===== config.mk =====
export PLATFORM = sky130hd
export DESIGN_NAME = uart_hamming_rx
export DESIGN_NICKNAME = d
export VERILOG_FILES = /design/src/rtl/hamming_pkg.sv /design/src/rtl/hamming74_decode.sv /design/src/rtl/uart_hamming_rx.sv
export SDC_FILE = /design/constraint.sdc
export NUM_CORES = 1
export LEC_CHECK = 0
export ABC_AREA = 1
export BUFFER_PORTS_ARGS = -buffer_cell sky130_fd_sc_hd__buf_2
export CORE_MARGIN = 2
export CORE_UTILIZATION = 40
export DETAILED_ROUTE_END_ITERATION = 8
export GPL_ROUTABILITY_DRIVEN = 0
export PLACE_DENSITY = 0.64
export RECOVER_POWER = 100
export SETUP_SLACK_MARGIN = 0.05
export SKIP_CTS_REPAIR_TIMING = 1
export SLEW_MARGIN = 5
export SYNTH_ARGS = -nofsm -noshare
export SYNTH_HDL_FRONTEND = slang
export SYNTH_HIERARCHICAL = 1
export SYNTH_SLANG_ARGS = --single-unit

===== constraint.sdc =====
create_clock -name clk -period 3.2 [get_ports clk]
set_input_delay 0.64 -clock clk [delete_from_list [all_inputs] [get_ports clk]]
set_output_delay 0.64 -clock clk [all_outputs]
set_load 0.05 [all_outputs]

===== src/rtl/hamming_pkg.sv =====
// Shared definitions for the Hamming(7,4) UART receive path.
// Holds the receiver FSM state encoding, the Hamming code bit positions
// (index i holds Hamming position i+1) and the 8N1 frame constants.
package hamming_pkg;

  typedef enum logic [2:0] {
    ST_IDLE      = 3'd0,
    ST_START     = 3'd1,
    ST_DATA      = 3'd2,
    ST_STOP      = 3'd3,
    ST_DECODE    = 3'd4,
    ST_WAIT_IDLE = 3'd5
  } rx_state_e;

  // Code word layout: code = {d3,d2,d1,p4,d0,p2,p1}
  localparam int CODE_W = 7;
  localparam int P1     = 0;
  localparam int P2     = 1;
  localparam int D0     = 2;
  localparam int P4     = 3;
  localparam int D1     = 4;
  localparam int D2     = 5;
  localparam int D3     = 6;

  // UART byte layout: {pad, code[6:0]}
  localparam int DATA_BITS = 8;
  localparam int PAD_BIT   = 7;

endpackage


===== src/rtl/hamming74_decode.sv =====
// Combinational Hamming(7,4) decoder with single-bit error correction.
// Ports:
//   code      in  7  received code word {d3,d2,d1,p4,d0,p2,p1}
//   data      out 4  corrected nibble {d3,d2,d1,d0}
//   syndrome  out 3  raw syndrome {s4,s2,s1}; value = position of the bad bit
//   corrected out 1  syndrome nonzero, one code bit was flipped
// Two-bit errors produce a nonzero syndrome and are miscorrected; nothing
// here can tell them apart from single-bit errors.
module hamming74_decode
  import hamming_pkg::*;
(
  input  logic [CODE_W-1:0] code,
  output logic [3:0]        data,
  output logic [2:0]        syndrome,
  output logic              corrected
);

  logic [CODE_W-1:0] fixed;

  // NOTE: every signal assigned in a combinational block gets a value on
  // every path (here, unconditionally); a missing assignment infers a latch.
  always_comb begin
    syndrome[0] = code[P1] ^ code[D0] ^ code[D1] ^ code[D3];
    syndrome[1] = code[P2] ^ code[D0] ^ code[D2] ^ code[D3];
    syndrome[2] = code[P4] ^ code[D1] ^ code[D2] ^ code[D3];
    corrected   = |syndrome;

    // Syndrome names the 1-based position in error; flip exactly that bit.
    for (int i = 0; i < CODE_W; i++) begin
      fixed[i] = code[i] ^ (syndrome == 3'(i + 1));
    end

    data = {fixed[D3], fixed[D2], fixed[D1], fixed[D0]};
  end

endmodule


===== src/rtl/uart_hamming_rx.sv =====
// 8N1 UART receiver that decodes each byte {pad, code[6:0]} as a
// Hamming(7,4) code word and delivers the corrected nibble.
// Ports:
//   clk, rst_n  clock, asynchronous active-low reset
//   rx          asynchronous serial input, idles high
//   data_out    corrected nibble, held until the next good frame
//   data_valid  one-cycle pulse when data_out/corrected/syndrome/pad_err update
//   corrected   last frame had a nonzero syndrome
//   syndrome    last frame's raw syndrome {s4,s2,s1}
//   pad_err     last frame had byte bit 7 set (nibble still delivered)
//   frame_err   one-cycle pulse when the stop bit is sampled low
//   rx_busy     high whenever the receiver is not idle
module uart_hamming_rx
  import hamming_pkg::*;
#(
  parameter int CLKS_PER_BIT = 16
) (
  input  logic       clk,
  input  logic       rst_n,
  input  logic       rx,
  output logic [3:0] data_out,
  output logic       data_valid,
  output logic       corrected,
  output logic [2:0] syndrome,
  output logic       pad_err,
  output logic       frame_err,
  output logic       rx_busy
);

  localparam int                CNT_W    = $clog2(CLKS_PER_BIT);
  localparam logic [CNT_W-1:0]  HALF_M1  = CNT_W'(CLKS_PER_BIT / 2 - 1);
  localparam logic [CNT_W-1:0]  FULL_M1  = CNT_W'(CLKS_PER_BIT - 1);
  localparam logic [CNT_W-1:0]  CNT_ONE  = CNT_W'(1);
  localparam logic [2:0]        LAST_BIT = 3'(DATA_BITS - 1);

  rx_state_e            state_q, state_d;
  logic                 rx_meta_q, rx_s_q;
  logic [CNT_W-1:0]     cnt_q, cnt_d;
  logic [2:0]           bit_idx_q, bit_idx_d;
  logic [DATA_BITS-1:0] shift_q, shift_d;
  logic [3:0]           data_out_q, data_out_d;
  logic                 data_valid_q, data_valid_d;
  logic                 corrected_q, corrected_d;
  logic [2:0]           syndrome_q, syndrome_d;
  logic                 pad_err_q, pad_err_d;
  logic                 frame_err_q, frame_err_d;

  logic [3:0]           dec_data;
  logic [2:0]           dec_syndrome;
  logic                 dec_corrected;

  hamming74_decode u_decode (
    .code      (shift_q[CODE_W-1:0]),
    .data      (dec_data),
    .syndrome  (dec_syndrome),
    .corrected (dec_corrected)
  );

  // State register. The synchroniser resets to 1 so a reset never looks
  // like a start bit.
  // NOTE: clocked state uses non-blocking assignments so every flop samples
  // the pre-edge values, independent of statement order.
  always_ff @(posedge clk or negedge rst_n) begin
    if (!rst_n) begin
      state_q   <= ST_IDLE;
      rx_meta_q <= 1'b1;
      rx_s_q    <= 1'b1;
    end else begin
      state_q   <= state_d;
      rx_meta_q <= rx;
      rx_s_q    <= rx_meta_q;
    end
  end

  // Next-state logic. All line sampling uses the synchronised rx_s_q.
  always_comb begin
    state_d = state_q;
    unique case (state_q)
      ST_IDLE:      if (!rx_s_q) state_d = ST_START;
      ST_START:     if (cnt_q == HALF_M1) state_d = rx_s_q ? ST_IDLE : ST_DATA;
      ST_DATA:      if (cnt_q == FULL_M1 && bit_idx_q == LAST_BIT) state_d = ST_STOP;
      ST_STOP:      if (cnt_q == FULL_M1) state_d = rx_s_q ? ST_DECODE : ST_WAIT_IDLE;
      ST_DECODE:    state_d = ST_IDLE;
      // A held-low line (break) parks here instead of retriggering a frame.
      ST_WAIT_IDLE: if (rx_s_q) state_d = ST_IDLE;
      default:      state_d = ST_IDLE;
    endcase
  end

  // Datapath: counters, shift register and result registers.
  always_comb begin
    cnt_d        = cnt_q + CNT_ONE;
    bit_idx_d    = bit_idx_q;
    shift_d      = shift_q;
    data_out_d   = data_out_q;
    corrected_d  = corrected_q;
    syndrome_d   = syndrome_q;
    pad_err_d    = pad_err_q;
    data_valid_d = 1'b0;
    frame_err_d  = 1'b0;

    unique case (state_q)
      ST_IDLE: cnt_d = '0;
      ST_START: begin
        // Mid start bit: the data bit centres are whole bit-times from here.
        if (cnt_q == HALF_M1) begin
          cnt_d     = '0;
          bit_idx_d = '0;
        end
      end
      ST_DATA: begin
        if (cnt_q == FULL_M1) begin
          cnt_d            = '0;
          shift_d[bit_idx_q] = rx_s_q;
          bit_idx_d        = bit_idx_q + 3'd1;
        end
      end
      ST_STOP: begin
        if (cnt_q == FULL_M1 && !rx_s_q) frame_err_d = 1'b1;
      end
      ST_DECODE: begin
        data_valid_d = 1'b1;
        data_out_d   = dec_data;
        corrected_d  = dec_corrected;
        syndrome_d   = dec_syndrome;
        pad_err_d    = shift_q[PAD_BIT];
      end
      ST_WAIT_IDLE: cnt_d = '0;
      default:      cnt_d = '0;
    endcase
  end

  always_ff @(posedge clk or negedge rst_n) begin
    if (!rst_n) begin
      cnt_q        <= '0;
      bit_idx_q    <= '0;
      shift_q      <= '0;
      data_out_q   <= '0;
      data_valid_q <= 1'b0;
      corrected_q  <= 1'b0;
      syndrome_q   <= '0;
      pad_err_q    <= 1'b0;
      frame_err_q  <= 1'b0;
    end else begin
      cnt_q        <= cnt_d;
      bit_idx_q    <= bit_idx_d;
      shift_q      <= shift_d;
      data_out_q   <= data_out_d;
      data_valid_q <= data_valid_d;
      corrected_q  <= corrected_d;
      syndrome_q   <= syndrome_d;
      pad_err_q    <= pad_err_d;
      frame_err_q  <= frame_err_d;
    end
  end

  // Output logic.
  always_comb begin
    rx_busy    = (state_q != ST_IDLE);
    data_out   = data_out_q;
    data_valid = data_valid_q;
    corrected  = corrected_q;
    syndrome   = syndrome_q;
    pad_err    = pad_err_q;
    frame_err  = frame_err_q;
  end

endmodule


# Word level (Yosys, flattened, before mapping)
# Index checks and enable logic that the tools add are counted.
[totals]
reg_bits = 31
input_bits = 3
out_inout_bits = 12
wordCells = 79
[op_classes]
bitwise_logic = 13
order_cmp = 2
addsub = 2
eq_ne = 18
n_reduce_logical = 12
muxes = 20
[ops]
columns = ["operator", "n"]
rows = [
  ["3-bit two-way mux", 7],
  ["3-bit == test (second input constant)", 6],
  ["3-bit one-hot mux with 5 select lines", 1],
  ["1-bit bitwise XOR", 13],
  ["2-bit != test (second input constant)", 6],
  ["4-bit one-hot mux with 3 select lines", 1],
  ["3-bit by 2-bit == test with 1-bit output (second input constant)", 3],
  ["8-bit bitwise mux", 1],
  ["4-bit two-way mux", 2],
  ["3-bit one-hot mux with 2 select lines", 1],
  ["1-bit two-way mux", 5],
  ["5-bit AND reduction", 1],
  ["4-bit by 1-bit adder with 4-bit output (second input constant)", 1],
  ["4-bit by 3-bit == test with 1-bit output (second input constant)", 1],
  ["4-bit == test (second input constant)", 1],
  ["3-bit by 4-bit < comparator with 1-bit output (second input constant)", 1],
  ["3-bit by 1-bit adder with 3-bit output (second input constant)", 1],
  ["1-bit demux with 3-bit select", 1],
  ["3-bit by 1-bit == test with 1-bit output (second input constant)", 1],
  ["3-bit by 1-bit greater-or-equal comparator with 1-bit output (second input constant)", 1],
  ["1-bit logical AND", 3],
  ["3-bit zero test", 1],
  ["3-bit AND reduction", 1],
  ["3-bit nonzero test", 1],
  ["6 further kinds", 6],
]

# Depth between registers and ports, before layout
[depth]
word_depth = 5
depth_mapped = 11
mapped_depth_nobuf = 11

# Hierarchy
# Netlist, hierarchy kept.
[by_module_without_submodules]
columns = ["mod", "instances", "area_each_um2", "cells_each", "seq_area_each_um2"]
rows = [
  ["uart_hamming_rx", 1, 1427.6, 175, 778.2],
  ["hamming74_decode", 1, 309.0, 68, 0.0],
]

# Least setup slack after synthesis
# Ideal clock, no wire load.
[synth_path]
kind = "register -> output"
from = "reg state_q[0]"
to = "out rx_busy"
stages_incl_launch_ff = 4
path_buffers = 1
arrival_time_ns = 0.951
slack_ns = 1.609
t_required_ns = 2.560
path_cell_list = "dfrtp_1 > buf_2 > nor2_2 > nand2_1"
[synth_between]
elab_chain_len = 1
[synth_lines]
columns = ["element", "line", "text"]
rows = [
  ["start: declaration", "uart_hamming_rx.sv:36", "rx_state_e state_q, state_d;"],
  ["start signal: assignment", "uart_hamming_rx.sv:69", "state_q <= state_d;"],
  ["3-bit nonzero test", "uart_hamming_rx.sv:159", "rx_busy = (state_q != ST_IDLE);"],
  ["end: declaration", "uart_hamming_rx.sv:27", "output logic rx_busy"],
]
# No other way between the ends.

# Worst setup path after layout
# Same ends and word-level chain as after synthesis.

==> results.py <==
metrics = {
    "clocking": {
        "cts_sink_count": 31,
        "worst_setup_hold_path_clk_slew_ns": 0.06,
        "cts_made_buffers": 5,
        "cts-root-buf": "sky130_fd_sc_hd__clkbuf_8",
        "cts_tree": "yes",
        "clock_latency_ns": 0.27,
        "cts-root-to-sink-buffers": 2,
        "ctsHtreeMaxLevel": 2,
    },
    "final_layout": {
        "ff_latch_area_um2": 778,
        "fillCellCount": 430,
        "final_area_um2": 1920,
        "mostFrequentLayoutCells": "sky130_fd_sc_hd__nand2_1, sky130_fd_sc_hd__dfrtp_1, sky130_fd_sc_hd__nor2_1",
        "layout.nets": 267,
        "layout-drive-gt1-share_pct": 11.5,
        "multi_input_gate_area_um2": 830,
        "areaGrowthSynthToFinish_pct": 10.3,
        "layout.cells.most_common": "sky130_fd_sc_hd__nand2_1",
        "diodes": 0,
    },
    "synthesis": {
        "ffs_w_async_s_r_synth_pct": 100,
        "synth-warning-count": 6,
        "count_of_state_elements_after_synthesis": 31,
        "synthesis.area_per_instance_um2": 7.15,
        "mappedNetlistNets": 249,
        "synthCells": 243,
        "yosys_most_used_dff": "sky130_fd_sc_hd__dfrtp_1",
        "synth.lib_cells_used.distinct": 21,
        "post_synth_instance_area_um2": 1740,
        "number_of_enable_type_register_cells_in_the_synthesized_netlist": 0,
        "yosysSeqAreaShare_pct": 44.8,
    },
    "drt": {
        "drtAntennaViolNets": 0,
        "route.detailed.drc": 0,
        "avgRoutedWirePerCell_um": 10.5,
        "drtIter0Drc": 209,
        "finalWirelength_um": 3280,
        "via_count": 1494,
        "via_per_inst": 4.79,
        "drt-pass1-iter-count": 5,
    },
    "global_route": {
        "grt.total_usage_pct": 15.4,
        "global_route_wire_length_before_repair_um": 6090,
        "grt_max_degree": 32,
        "globalRoute.totalOverflow": 0,
        "grt_pass1_vias": 1368,
        "antenna_found_initial": 0,
    },
    "timing": {
        "clock-skew-final_ns": 0.00318,
        "timing.setup.tns_ns": 0,
        "max_slew_margin_pct": -8.64,
        "count_of_endpoints_failing_setup_in_the_final_report": 0,
        "drv_slew": 32,
        "fin_ws_ns": 1.05,
        "grt_setup_unrepaired": "false",
        "max_clock_freq_mhz": 465,
        "finalHoldViolCount": 0,
        "hold_ws_ns": 0.355,
        "finalCriticalPeriod_ns": 2.15,
        "worst_pin_slew_ns": 1.63,
        "period_utilization_pct": 67.2,
    },
    "hold_path": {
        "min_path_cells": 0,
        "worst_hold_startpoint": "rx_meta_q$_DFF_PN1_",
        "hp-class": "reg2reg",
        "hold_end": "rx_s_q$_DFF_PN1_",
    },
    "worst_setup_path": {
        "startpoint_type": "register",
        "reg_to_reg_start": "cnt_q[0]$_DFF_PN0_",
        "cp_slowest_stage_delay_ns": 0.50,
        "rrSetupSlack_ns": 1.52,
        "worstReg2RegEnd": "shift_q[6]$_DFFE_PN0P_",
        "timing.critical_path.required_ns": 2.56,
        "worstSetupPathType": "reg2out",
        "crit_chain": "nor2_1 -> nand2_1 -> clkbuf_1",
        "end_kind": "output port",
        "reg2reg_depth": 8,
        "crit_path_max_fanout": 10,
        "worstPathBufferInverterCount": 1,
        "data_arrival_time_of_the_critical_path_ns": 1.51,
        "worst_path_max_delay_cell": "sky130_fd_sc_hd__dfrtp_1",
        "critPathTopFamily": "flip-flops",
    },
    "floorplanning": {
        "floorplan.die.width_um": 69.9,
        "die_h_um": 69.9,
        "placementRows": 23,
        "start_util_pct": 42.5,
        "die_area_um2": 4880,
        "io_pins": 15,
        "core_area_um2": 4090,
    },
    "outcome": {
        "failing_checks": "max-capacitance violations, max-slew violations",
        "outcome": "finished with violations",
    },
    "power_and_ir_drop": {
        "vdd_drop_max_mv": 0.333,
        "p_leak_uw": 0.000999,
        "power_per_cell_area_nw_per_um2": 575,
        "total_power_uw": 1100,
    },
    "job": {
        "drv_cap": 1,
    },
    "placement": {
        "io_buffer_count": 14,
        "placedInstanceArea_um2": 1850,
        "dp.final_hpwl_um": 2440,
        "post-place-ws_ns": 1.57,
    },
}
flip-flops by register name (all words and copies together), names as in the netlist:
| signal | flops |
|---|---|
| bit_idx_q | 3 |
| cnt_q | 4 |
| corrected | 1 |
| data_out | 4 |
| data_valid | 1 |
| frame_err | 1 |
| pad_err | 1 |
| rx_meta_q | 1 |
| rx_s_q | 1 |
| shift_q | 8 |
| state_q | 3 |
| syndrome | 3 |
cell families after synthesis:
kind of cell	Yosys count	share of synthesized area [%]
buf+inv	27	6.70
flops	31	44.8
simple gates	165	41.2
xor+xnor	1	0.504
fa+ha+maj	3	2.16
compound gates	16	4.61
cell usage after synthesis, types with 3 or more instances:
library cell / n / area, µm²
sky130_fd_sc_hd__nor2_1: 22 / 82.6
sky130_fd_sc_hd__nand3_1: 21 / 105
sky130_fd_sc_hd__o21ai_1: 10 / 50.1
sky130_fd_sc_hd__inv_2: 7 / 26.3
sky130_fd_sc_hd__dfrtp_1: 29 / 726
sky130_fd_sc_hd__ha_1: 3 / 37.5
sky130_fd_sc_hd__inv_1: 15 / 56.3
sky130_fd_sc_hd__nand4_1: 5 / 31.3
sky130_fd_sc_hd__nand2_1: 102 / 383
sky130_fd_sc_hd__o21ai_0: 5 / 25.0
sky130_fd_sc_hd__nand2_2: 8 / 50.1
sky130_fd_sc_hd__nand2_4: 3 / 33.8
sky130_fd_sc_hd__nor2_2: 3 / 18.8
where the power goes:
group          internal, µW  switching, µW
sequential              425           42.0
combinational          85.0            219
clock                   196            134
total                   706            396
per-layer routing:
metal | vias up | GRT usage, % | part of all wire, %
met5 | - | 0 | 0
met4 | 0 | 7.26 | 1.3
met3 | 6 | 3.17 | 4.7
met2 | 35 | 21.9 | 41
met1 | 659 | 22.4 | 53
li1 | 794 | - | -
worst max path at each step:
stage,start,endpoint,cells after the start
2_1_floorplan,state_q[0]$_DFFE_PN0P_,rx_busy,3
3_3_place_gp,state_q[0]$_DFFE_PN0P_,rx_busy,3
3_5_place_dp,state_q[0]$_DFFE_PN0P_,rx_busy,3
4_1_cts,state_q[0]$_DFFE_PN0P_,rx_busy,3
5_1_grt,state_q[0]$_DFFE_PN0P_,rx_busy,3
6_report,state_q[0]$_DFFE_PN0P_,rx_busy,3
cell type report:
type | count | share of cell area [%]
clock buffer | 8 | 5.23
inverter | 24 | 4.77
multi-input combinational | 185 | 43.3
sequential | 31 | 40.6
tap | 50 | 3.27
timing repair buffer | 14 | 2.81
metrics by stage:
| stage | std cells | util (%) |
|---|---|---|
| 6_report | 312 | 46.9 |
| 5_1_grt | 312 | 46.9 |
| 4_1_cts | 312 | 47.7 |
| 3_5_place_dp | 304 | 45.2 |
| 3_3_place_gp | 304 | 45.2 |
| 2_1_floorplan | 243 | - |
No activity file was read; power rests on OpenSTA's default activity.
